--- src/rtl/mem_arbiter_if.sv ---
// Cache-side and RAM-side signal bundle for mem_arbiter.
// The arbiter uses the slave view; caches plus RAM model use the master view.
interface mem_arbiter_if #(
  parameter int CPUS   = 2,
  parameter int ADDR_W = 32
);
  logic [CPUS-1:0]        iREN;
  logic [CPUS*ADDR_W-1:0] iaddr;
  logic [CPUS-1:0]        iwait;
  logic [CPUS*ADDR_W-1:0] iload;
  logic [CPUS-1:0]        dREN;
  logic [CPUS-1:0]        dWEN;
  logic [CPUS*ADDR_W-1:0] daddr;
  logic [CPUS*ADDR_W-1:0] dstore;
  logic [CPUS-1:0]        dwait;
  logic [CPUS*ADDR_W-1:0] dload;
  logic                   ramREN;
  logic                   ramWEN;
  logic [ADDR_W-1:0]      ramaddr;
  logic [ADDR_W-1:0]      ramstore;
  logic [ADDR_W-1:0]      ramload;
  logic [1:0]             ramstate;
  logic                   ramerr;

  modport master (
    output iREN, iaddr, dREN, dWEN, daddr, dstore, ramload, ramstate,
    input  iwait, iload, dwait, dload, ramREN, ramWEN, ramaddr, ramstore, ramerr
  );

  modport slave (
    input  iREN, iaddr, dREN, dWEN, daddr, dstore, ramload, ramstate,
    output iwait, iload, dwait, dload, ramREN, ramWEN, ramaddr, ramstore, ramerr
  );
endinterface

--- src/rtl/mem_arbiter.sv ---
// Grants one icache/dcache request at a time to a single-port RAM; dcache beats icache.
// Define ARB_RR_EN for per-class round-robin CPU selection; otherwise lowest CPU index wins.
module mem_arbiter #(
  parameter int CPUS   = 2,
  parameter int ADDR_W = 32
) (
  input logic          CLK,
  input logic          nRST,
  mem_arbiter_if.slave bus
);

  localparam int         CPU_W      = (CPUS > 1) ? $clog2(CPUS) : 1;
  localparam logic [1:0] RAM_ACCESS = 2'd2;
  localparam logic [1:0] RAM_ERROR  = 2'd3;

  typedef enum logic {IDLE = 1'b0, SERVE = 1'b1} state_t;

  state_t                 state_r;
  state_t                 state_nx;
  logic                   gnt_d_r;
  logic [CPU_W-1:0]       gnt_cpu_r;
  logic                   ramerr_r;

  logic [CPUS-1:0]        d_req_s;
  logic                   any_d_s;
  logic                   any_i_s;
  logic [CPU_W-1:0]       ptr_i_s;
  logic [CPU_W-1:0]       ptr_d_s;
  logic [CPU_W-1:0]       win_cpu_s;
  logic [CPUS-1:0]        gnt_oh_s;
  logic                   sel_iren_s;
  logic                   sel_dren_s;
  logic                   sel_dwen_s;
  logic [ADDR_W-1:0]      sel_addr_s;
  logic [ADDR_W-1:0]      sel_store_s;
  logic                   is_write_s;
  logic                   live_s;
  logic                   ram_done_s;
  logic                   done_s;
  logic [ADDR_W-1:0]      load_data_s;
  logic [CPUS-1:0]        iwait_s;
  logic [CPUS-1:0]        dwait_s;
  logic [CPUS*ADDR_W-1:0] iload_s;
  logic [CPUS*ADDR_W-1:0] dload_s;
  logic                   ram_ren_s;
  logic                   ram_wen_s;
  logic [ADDR_W-1:0]      ram_addr_s;
  logic [ADDR_W-1:0]      ram_store_s;

  // First requester at or above ptr, else wrap to the lowest requester.
  function automatic logic [CPU_W-1:0] pick(input logic [CPUS-1:0] req, input logic [CPU_W-1:0] ptr);
    logic [CPU_W-1:0] sel;
    logic             found;
    sel   = '0;
    found = 1'b0;
    for (int c = 0; c < CPUS; c++) begin
      if (!found && req[c] && (CPU_W'(c) >= ptr)) begin
        sel   = CPU_W'(c);
        found = 1'b1;
      end
    end
    for (int c = 0; c < CPUS; c++) begin
      if (!found && req[c]) begin
        sel   = CPU_W'(c);
        found = 1'b1;
      end
    end
    return sel;
  endfunction

  assign d_req_s   = bus.dREN | bus.dWEN;
  assign any_d_s   = |d_req_s;
  assign any_i_s   = |bus.iREN;
  assign win_cpu_s = any_d_s ? pick(d_req_s, ptr_d_s) : pick(bus.iREN, ptr_i_s);

`ifdef ARB_RR_EN
  logic [CPU_W-1:0] ptr_i_r;
  logic [CPU_W-1:0] ptr_d_r;
  logic [CPU_W-1:0] ptr_next_s;

  assign ptr_next_s = (gnt_cpu_r == CPU_W'(CPUS - 1)) ? '0 : gnt_cpu_r + CPU_W'(1);

  // Round-robin pointers move only on a completed grant; aborts leave them alone.
  always_ff @(posedge CLK or negedge nRST) begin
    if (!nRST) begin
      ptr_i_r <= '0;
      ptr_d_r <= '0;
    end else if (done_s && gnt_d_r) begin
      ptr_d_r <= ptr_next_s;
    end else if (done_s) begin
      ptr_i_r <= ptr_next_s;
    end
  end

  assign ptr_i_s = ptr_i_r;
  assign ptr_d_s = ptr_d_r;
`else
  assign ptr_i_s = '0;
  assign ptr_d_s = '0;
`endif

  // State register.
  always_ff @(posedge CLK or negedge nRST) begin
    if (!nRST) begin
      state_r <= IDLE;
    end else begin
      state_r <= state_nx;
    end
  end

  // Winner is latched in IDLE and held for the whole SERVE phase.
  always_ff @(posedge CLK or negedge nRST) begin
    if (!nRST) begin
      gnt_d_r   <= 1'b0;
      gnt_cpu_r <= '0;
    end else if ((state_r == IDLE) && (any_d_s || any_i_s)) begin
      gnt_d_r   <= any_d_s;
      gnt_cpu_r <= win_cpu_s;
    end
  end

  // Sticky error flag, cleared only by reset.
  always_ff @(posedge CLK or negedge nRST) begin
    if (!nRST) begin
      ramerr_r <= 1'b0;
    end else if (done_s && (bus.ramstate == RAM_ERROR)) begin
      ramerr_r <= 1'b1;
    end
  end

  // Next-state logic: a dropped request aborts, ACCESS/ERROR completes.
  always_comb begin
    state_nx = state_r;
    case (state_r)
      IDLE: begin
        if (any_d_s || any_i_s) state_nx = SERVE;
        else                    state_nx = IDLE;
      end
      SERVE: begin
        if (!live_s || ram_done_s) state_nx = IDLE;
        else                       state_nx = SERVE;
      end
      default: state_nx = IDLE;
    endcase
  end

  // Mux the granted requester's live request, address and store data.
  always_comb begin
    gnt_oh_s    = '0;
    sel_iren_s  = 1'b0;
    sel_dren_s  = 1'b0;
    sel_dwen_s  = 1'b0;
    sel_addr_s  = '0;
    sel_store_s = '0;
    for (int k = 0; k < CPUS; k++) begin
      gnt_oh_s[k] = (gnt_cpu_r == CPU_W'(k));
      sel_iren_s  = sel_iren_s | (gnt_oh_s[k] & bus.iREN[k]);
      sel_dren_s  = sel_dren_s | (gnt_oh_s[k] & bus.dREN[k]);
      sel_dwen_s  = sel_dwen_s | (gnt_oh_s[k] & bus.dWEN[k]);
      sel_addr_s  = sel_addr_s | ({ADDR_W{gnt_oh_s[k]}} &
                    (gnt_d_r ? bus.daddr[k*ADDR_W +: ADDR_W] : bus.iaddr[k*ADDR_W +: ADDR_W]));
      sel_store_s = sel_store_s | ({ADDR_W{gnt_oh_s[k] & gnt_d_r}} & bus.dstore[k*ADDR_W +: ADDR_W]);
    end
  end

  assign is_write_s  = gnt_d_r & sel_dwen_s;
  assign live_s      = gnt_d_r ? (sel_dren_s | sel_dwen_s) : sel_iren_s;
  assign ram_done_s  = (bus.ramstate == RAM_ACCESS) || (bus.ramstate == RAM_ERROR);
  assign done_s      = (state_r == SERVE) && live_s && ram_done_s;
  assign load_data_s = ((bus.ramstate == RAM_ACCESS) && !is_write_s) ? bus.ramload : '0;

  // Output logic: the wait release has to land in the ACCESS cycle itself, so it stays combinational.
  always_comb begin
    iwait_s     = '1;
    dwait_s     = '1;
    iload_s     = '0;
    dload_s     = '0;
    ram_ren_s   = 1'b0;
    ram_wen_s   = 1'b0;
    ram_addr_s  = '0;
    ram_store_s = '0;
    if (state_r == SERVE) begin
      ram_addr_s  = sel_addr_s;
      ram_store_s = sel_store_s;
      ram_ren_s   = live_s & ~is_write_s;
      ram_wen_s   = live_s & is_write_s;
    end else begin
      ram_addr_s  = '0;
      ram_store_s = '0;
    end
    for (int k = 0; k < CPUS; k++) begin
      dwait_s[k] = ~(done_s & gnt_d_r & gnt_oh_s[k]);
      iwait_s[k] = ~(done_s & ~gnt_d_r & gnt_oh_s[k]);
      dload_s[k*ADDR_W +: ADDR_W] = {ADDR_W{~dwait_s[k]}} & load_data_s;
      iload_s[k*ADDR_W +: ADDR_W] = {ADDR_W{~iwait_s[k]}} & load_data_s;
    end
  end

  assign bus.iwait    = iwait_s;
  assign bus.dwait    = dwait_s;
  assign bus.iload    = iload_s;
  assign bus.dload    = dload_s;
  assign bus.ramREN   = ram_ren_s;
  assign bus.ramWEN   = ram_wen_s;
  assign bus.ramaddr  = ram_addr_s;
  assign bus.ramstore = ram_store_s;
  assign bus.ramerr   = ramerr_r;

endmodule

--- src/flat_wrapper.sv ---
// flat-port wrapper written by rule: the top's interface ports become plain ports
module mem_arbiter_flat 
#(
  parameter int CPUS   = 2,
  parameter int ADDR_W = 32
)
  (CLK, nRST, bus_iREN, bus_iaddr, bus_dREN, bus_dWEN, bus_daddr, bus_dstore, bus_ramload, bus_ramstate, bus_iwait, bus_iload, bus_dwait, bus_dload, bus_ramREN, bus_ramWEN, bus_ramaddr, bus_ramstore, bus_ramerr);
  mem_arbiter_if #(.CPUS(CPUS), .ADDR_W(ADDR_W)) bus_i ();
  input logic CLK;
  input logic nRST;
  input wire logic [$bits(bus_i.iREN)-1:0] bus_iREN;
  input wire logic [$bits(bus_i.iaddr)-1:0] bus_iaddr;
  input wire logic [$bits(bus_i.dREN)-1:0] bus_dREN;
  input wire logic [$bits(bus_i.dWEN)-1:0] bus_dWEN;
  input wire logic [$bits(bus_i.daddr)-1:0] bus_daddr;
  input wire logic [$bits(bus_i.dstore)-1:0] bus_dstore;
  input wire logic [$bits(bus_i.ramload)-1:0] bus_ramload;
  input wire logic [$bits(bus_i.ramstate)-1:0] bus_ramstate;
  output wire logic [$bits(bus_i.iwait)-1:0] bus_iwait;
  output wire logic [$bits(bus_i.iload)-1:0] bus_iload;
  output wire logic [$bits(bus_i.dwait)-1:0] bus_dwait;
  output wire logic [$bits(bus_i.dload)-1:0] bus_dload;
  output wire logic [$bits(bus_i.ramREN)-1:0] bus_ramREN;
  output wire logic [$bits(bus_i.ramWEN)-1:0] bus_ramWEN;
  output wire logic [$bits(bus_i.ramaddr)-1:0] bus_ramaddr;
  output wire logic [$bits(bus_i.ramstore)-1:0] bus_ramstore;
  output wire logic [$bits(bus_i.ramerr)-1:0] bus_ramerr;
  assign bus_i.iREN = bus_iREN;
  assign bus_i.iaddr = bus_iaddr;
  assign bus_i.dREN = bus_dREN;
  assign bus_i.dWEN = bus_dWEN;
  assign bus_i.daddr = bus_daddr;
  assign bus_i.dstore = bus_dstore;
  assign bus_i.ramload = bus_ramload;
  assign bus_i.ramstate = bus_ramstate;
  assign bus_iwait = bus_i.iwait;
  assign bus_iload = bus_i.iload;
  assign bus_dwait = bus_i.dwait;
  assign bus_dload = bus_i.dload;
  assign bus_ramREN = bus_i.ramREN;
  assign bus_ramWEN = bus_i.ramWEN;
  assign bus_ramaddr = bus_i.ramaddr;
  assign bus_ramstore = bus_i.ramstore;
  assign bus_ramerr = bus_i.ramerr;
  mem_arbiter #(.CPUS(CPUS), .ADDR_W(ADDR_W)) u_core (.CLK(CLK), .nRST(nRST), .bus(bus_i));
endmodule
--- config.mk ---
export PLATFORM = sky130hd
export DESIGN_NAME = mem_arbiter_flat
export DESIGN_NICKNAME = d
export VERILOG_FILES = /design/src/rtl/mem_arbiter_if.sv /design/src/rtl/mem_arbiter.sv /design/src/flat_wrapper.sv
export SDC_FILE = /design/constraint.sdc
export NUM_CORES = 1
export LEC_CHECK = 0
export CORE_AREA = 2 2 168 170
export CTS_CLUSTER_SIZE = 12
export DETAILED_ROUTE_END_ITERATION = 8
export DIE_AREA = 0 0 170 172
export GPL_ROUTABILITY_DRIVEN = 0
export PLACE_DENSITY = 0.53
export SETUP_SLACK_MARGIN = 0.2
export SLEW_MARGIN = 20
export SYNTH_ARGS = -nofsm -noshare
export SYNTH_HDL_FRONTEND = slang
export SYNTH_SLANG_ARGS = --single-unit
--- constraint.sdc ---
create_clock -name CLK -period 4.95 [get_ports CLK]
set_clock_uncertainty 0.05 [all_clocks]
set_input_delay 0.7425 -clock CLK [delete_from_list [all_inputs] [get_ports CLK]]
set_output_delay 0.7425 -clock CLK [all_outputs]
set_load 0.01 [all_outputs]
## Yosys cells after proc, flatten, opt, wreduce, memory -nomap -nowiden

Index checks and enable logic that the tools add are counted.

| storage, ports and cells | value |
|---|---|
| word-level logic and storage cells | 94 |
| input bits | 234 |
| register bits after elaboration | 4 |
| output and inout port bits | 199 |

| cells by class | value |
|---|---|
| bitwise operators | 40 |
| mux-type cells | 24 |
| reductions and logical operators | 24 |
| equal/unequal tests | 2 |

Operators with widths:

| cell | number |
|---|---|
| $and 32x32->32 | 8 |
| $mux 32 | 5 |
| $or 32x32->32 | 2 |
| $mux 1 | 18 |
| $and 1x1->1 | 17 |
| $logic_and 1x1->1 | 11 |
| $logic_not 1->1 | 8 |
| $not 1->1 | 8 |
| $eq 2x2->1 const B | 2 |
| $or 1x1->1 | 4 |
| $reduce_or 2->1 | 2 |
| $logic_or 1x1->1 | 3 |
| $or 2x2->2 | 1 |
| $pmux 1 s2 | 1 |

## Depth between registers and ports, before layout

| logic depth | value |
|---|---|
| depth after elaboration | 12 |
| depth in mapped cells | 6 |
| depth with buffers taken out | 3 |

## Least setup slack after synthesis

No wires, ideal clock.

| timing | value |
|---|---|
| path type | input to output |
| from | in bus_ramstate[0] |
| to | out bus_dload[10] |
| path slack | 2455 ps |
| data arrival time | 1703 ps |
| path buffers | 2 |
| stages | 5 |
| cell sequence | nand2b_2 > o21bai_1 > buf_2 > buf_2 > nor4_2 |

| between the ends | value |
|---|---|
| word-level cells in the longest chain between the ends | 6 |
| elaborated cells between the ends (all ways) | 9 |

RTL lines:

| item | RTL line | source |
|---|---|---|
| start, declared | flat_wrapper.sv:18 | `input wire logic [$bits(bus_i.ramstate)-1:0] bus_ramstate;` |
| $eq 2x2->1 (on tied branches) | mem_arbiter.sv:168, mem_arbiter.sv:170 |  |
| $logic_or 1x1->1 | mem_arbiter.sv:168 | `assign ram_done_s = (bus.ramstate == RAM_ACCESS) \|\| (bus.ramstate == RAM_ERROR);` |
| $logic_and 1x1->1 | mem_arbiter.sv:169 | `assign done_s = (state_r == SERVE) && live_s && ram_done_s;` |
| $and 1x1->1 (2 in series) | mem_arbiter.sv:192 | `dwait_s[k] = ~(done_s & gnt_d_r & gnt_oh_s[k]);` |
| $and 32x32->32 * | mem_arbiter.sv:194 | `dload_s[k*ADDR_W +: ADDR_W] = {ADDR_W{~dwait_s[k]}} & load_data_s;` |
| end, declared | flat_wrapper.sv:22 | `output wire logic [$bits(bus_i.dload)-1:0] bus_dload;` |

Mark *: on every way between the ends. The rest lies on a longest branch, timed or not.

## Worst setup path in the final report

| timing | value |
|---|---|
| from | in bus_dWEN[1] |
| to | out bus_dload[40] |

| between the ends | value |
|---|---|
| word-level cells in the longest chain between the ends | 9 |
| elaborated cells between the ends (all ways) | 13 |

RTL lines:

| item | RTL line | source |
|---|---|---|
| start, declared | flat_wrapper.sv:14 | `input wire logic [$bits(bus_i.dWEN)-1:0] bus_dWEN;` |
| $and 1x1->1 * | mem_arbiter.sv:159 | `sel_dwen_s = sel_dwen_s \| (gnt_oh_s[k] & bus.dWEN[k]);` |
| $or 1x1->1 * | mem_arbiter.sv:159 |  |
| $or 1x1->1 | mem_arbiter.sv:167 | `assign live_s = gnt_d_r ? (sel_dren_s \| sel_dwen_s) : sel_iren_s;` |
| $mux 1 | mem_arbiter.sv:167 |  |
| $logic_and 1x1->1 (2 in series) | mem_arbiter.sv:169 |  |
| $and 1x1->1 (2 in series) | mem_arbiter.sv:192 |  |
| $and 32x32->32 * | mem_arbiter.sv:194 |  |

Marked as above.

==> results.py <==
metrics = {
    "floorplan": {
        "die_y_um": 172,
        "row_count": 61,
        "io_pins": 433,
        "start_util_pct": 12.0,
        "die_area_um2": 29200,
        "die_x_um": 170,
        "core_area_um2": 27500,
    },
    "logic_synthesis": {
        "synth_cells": 376,
        "yosys_most_used_dff": "dfrtp_1",
        "avgSynthCellArea_um2": 8.80,
        "synth_top_cell_area_share_pct": 22.7,
        "ys_top_cells_by_area": "nor4_2, mux4_2, and2_1, mux2i_1, nor2_1",
        "syn-cell-area_um2": 3310,
        "ys_seq_area_share_pct": 3.02,
        "synth_warnings": 0,
        "synth_top_area_cell": "nor4_2",
        "syn_nets": 610,
        "async_reset_ff_share_pct": 100,
        "ys_seq_elements": 4,
        "synth_enable_flop_cells": 0,
        "synth_cell_types": 36,
    },
    "detailed_routing": {
        "vias": 4480,
        "top_layer": "met4",
        "met2WireLength_um": 9380,
        "drtIter0Drc": 136,
        "wl_met1_um": 7390,
        "drt_wl_total_um": 18400,
        "wl_met3_um": 1540,
        "postRouteAntennaNets": 0,
        "drc": 0,
        "post_drt_wl_per_cell_um": 16.4,
        "vias_per_cell": 3.98,
        "dr.pass1.iters": 4,
    },
    "clock_network": {
        "insertion_delay_ns": 0.22,
        "clk_pin_slew_ns": 0.03,
        "cts.repair.resized": 0,
        "postCtsSetupRepairBufs": 0,
        "clockBufferDepth": 2,
        "cts-root-buf": "clkbuf_16",
        "htree_num_levels": 1,
        "cts_buffers": 3,
        "cts_tree": "yes",
        "postCtsHoldBufs": 0,
        "cts.sink_count": 4,
    },
    "finish": {
        "drive_gt1_share_pct": 16.7,
        "syn2layout_area_growth_pct": 142,
        "nNetsFinal": 1015,
        "antenna_cells": 0,
    },
    "placed_design": {
        "port_buffers": 432,
        "dp_slack_ns": 0.736,
        "dpl.hpwl_um": 15800,
    },
    "grt": {
        "first_global_vias": 4442,
        "grt_max_degree": 64,
        "overflow": 0,
        "grt_pass1_wl_um": 26600,
        "grt_use_total_pct": 11.8,
        "antenna_found_initial": 0,
    },
    "power": {
        "powerDensity_nw_per_um2": 294,
        "ir_worst_vdd_mv": 0.434,
        "total_power_mw": 2.36,
        "leakage_nw": 2.77,
    },
    "hold_path": {
        "min-delay-start": "u_core.bus.ramerr",
        "hold_end": "u_core.bus.ramerr",
        "min_path_cells": 2,
        "hold_path.class": "reg -> reg",
    },
    "sta": {
        "relSlewSlack_pct": 34.2,
        "hold_viol_final": 0,
        "layout_setup_ws_ns": 0.753,
        "fin_tns_setup_ns": 0,
        "rsz0062_at_grt": "false",
        "fin_crit_ns": 4.20,
        "max_freq_mhz": 238,
        "slew_violations": 0,
        "fin_crit_sh_pct": 84.8,
        "setup_violations": 0,
        "worstMarginPinSlew_ns": 0.987,
    },
    "outcome": {
        "status": "finished clean",
    },
    "setup_path": {
        "critical_path_class": "in -> out",
        "worstSetupStartpointType": "input pin",
        "critPathCaptureType": "output pin",
        "rr_worst_depth": 4,
        "arrival_ns": 3.40,
        "r2r_end": "u_core.state_r",
        "reg2reg_slack_ns": 3.09,
        "cp.required_ns": 4.16,
        "rr_startpoint": "u_core.gnt_cpu_r",
        "cp_max_fo": 28,
    },
    "flow_run": {
        "cap_violations": 0,
    },
}
-- metal layers --
layer / up-vias / GRT usage, %
met5: - / 0
met3: 10 / 3.46
met2: 232 / 21.5
met1: 2087 / 14.1
met4: 0 / 1.04
li1: 2151 / -
-- cell usage after synthesis (2+ instances only) --
cell and number:
and2_1 84, buf_4 6, nor4_2 60, nand2_1 4, nor2_1 37, nor3_1 2
clkbuf_1 10, buf_6 6, mux2i_1 33, a21oi_1 2, clkbuf_2 5, nand4_1 2
mux4_2 32, dfrtp_1 4, nand3_1 3, inv_1 35, buf_2 17, nor4_1 4
and2_2 12, nor4_4 2
-- final cells by class --
class,instances,area (um^2)
Clock buffer,3,75.1
Fill cell,2889,19500
Inverter,36,135
Multi-Input combinational cell,292,2830
Sequential cell,4,105
Tap cell,346,433
Timing Repair Buffer,444,4440
-- kinds of logic after synthesis --
kind of cell / share of synthesized area [%]
simple gates: 51.1
buf+inv: 11.9
mux: 31.7
compound gates: 2.15
flops: 3.02
-- layout by cell type (no fill, tap or decap), types with 2 or more instances in the layout --
| cell type | netlist | layout |
|---|---|---|
| a21oi_1 | 2 | 2 |
| and2_1 | 84 | 84 |
| and2_2 | 12 | 12 |
| buf_12 | 0 | 2 |
| buf_4 | 6 | 10 |
| clkbuf_16 | 0 | 3 |
| clkdlybuf4s50_1 | 0 | 432 |
| dfrtp_1 | 4 | 2 |
| inv_1 | 35 | 35 |
| mux2i_1 | 33 | 33 |
| mux4_2 | 32 | 32 |
| nand2_1 | 4 | 4 |
| nand3_1 | 3 | 3 |
| nand4_1 | 2 | 2 |
| nor2_1 | 37 | 37 |
| nor3_1 | 2 | 2 |
| nor4_1 | 4 | 4 |
| nor4_2 | 60 | 60 |
| nor4_4 | 2 | 2 |
-- critical path: stages --
cell	delay [ns]
clkdlybuf4s50_1	0.48
mux2i_1	0.67
o21bai_4	0.41
buf_12	0.31
nor4_2	0.15
clkdlybuf4s50_1	0.61
-- through the flow --
stage          std cells  utilization [%]  hold slack, ns  cell area [um^2]
5_1_grt             1125             29.2           0.460              8010
3_5_place_dp        1122             28.9           0.432              7940
4_1_cts             1125             29.2           0.442              8010
3_3_place_gp        1122             28.9           0.425              7940
2_1_floorplan        376                -           0.397              3310
6_report            1125             29.2           0.425              8010
-- sequential cells by signal, indices dropped and copies added, names as in the netlist --
name	cells
u_core.bus.ramerr	1
u_core.gnt_cpu_r	1
u_core.gnt_d_r	1
u_core.state_r	1
-- worst max path at each step --
| stage | startpoint | endpoint | slack [ns] | cells after the start |
|---|---|---|---|---|
| 2_1_floorplan | bus_ramstate[0] | bus_dload[10] | 2.45 | 5 |
| 3_3_place_gp | bus_dWEN[1] | bus_dload[0] | 0.76 | 6 |
| 3_5_place_dp | bus_dWEN[1] | bus_dload[0] | 0.74 | 6 |
| 4_1_cts | bus_dWEN[1] | bus_dload[0] | 0.74 | 6 |
| 5_1_grt | bus_dWEN[1] | bus_dload[61] | 0.59 | 6 |
| 6_report | bus_dWEN[1] | bus_dload[40] | 0.75 | 6 |
-- report_power, final --
group	internal, mW	leakage (nW)	switching, mW
combinational	1.12	2.70	1.05
clock	0.103	0.0370	0.0221
sequential	0.0487	0.0410	0.0132
total	1.27	2.77	1.09
Note: power is estimated with default switching activity, not from simulation.
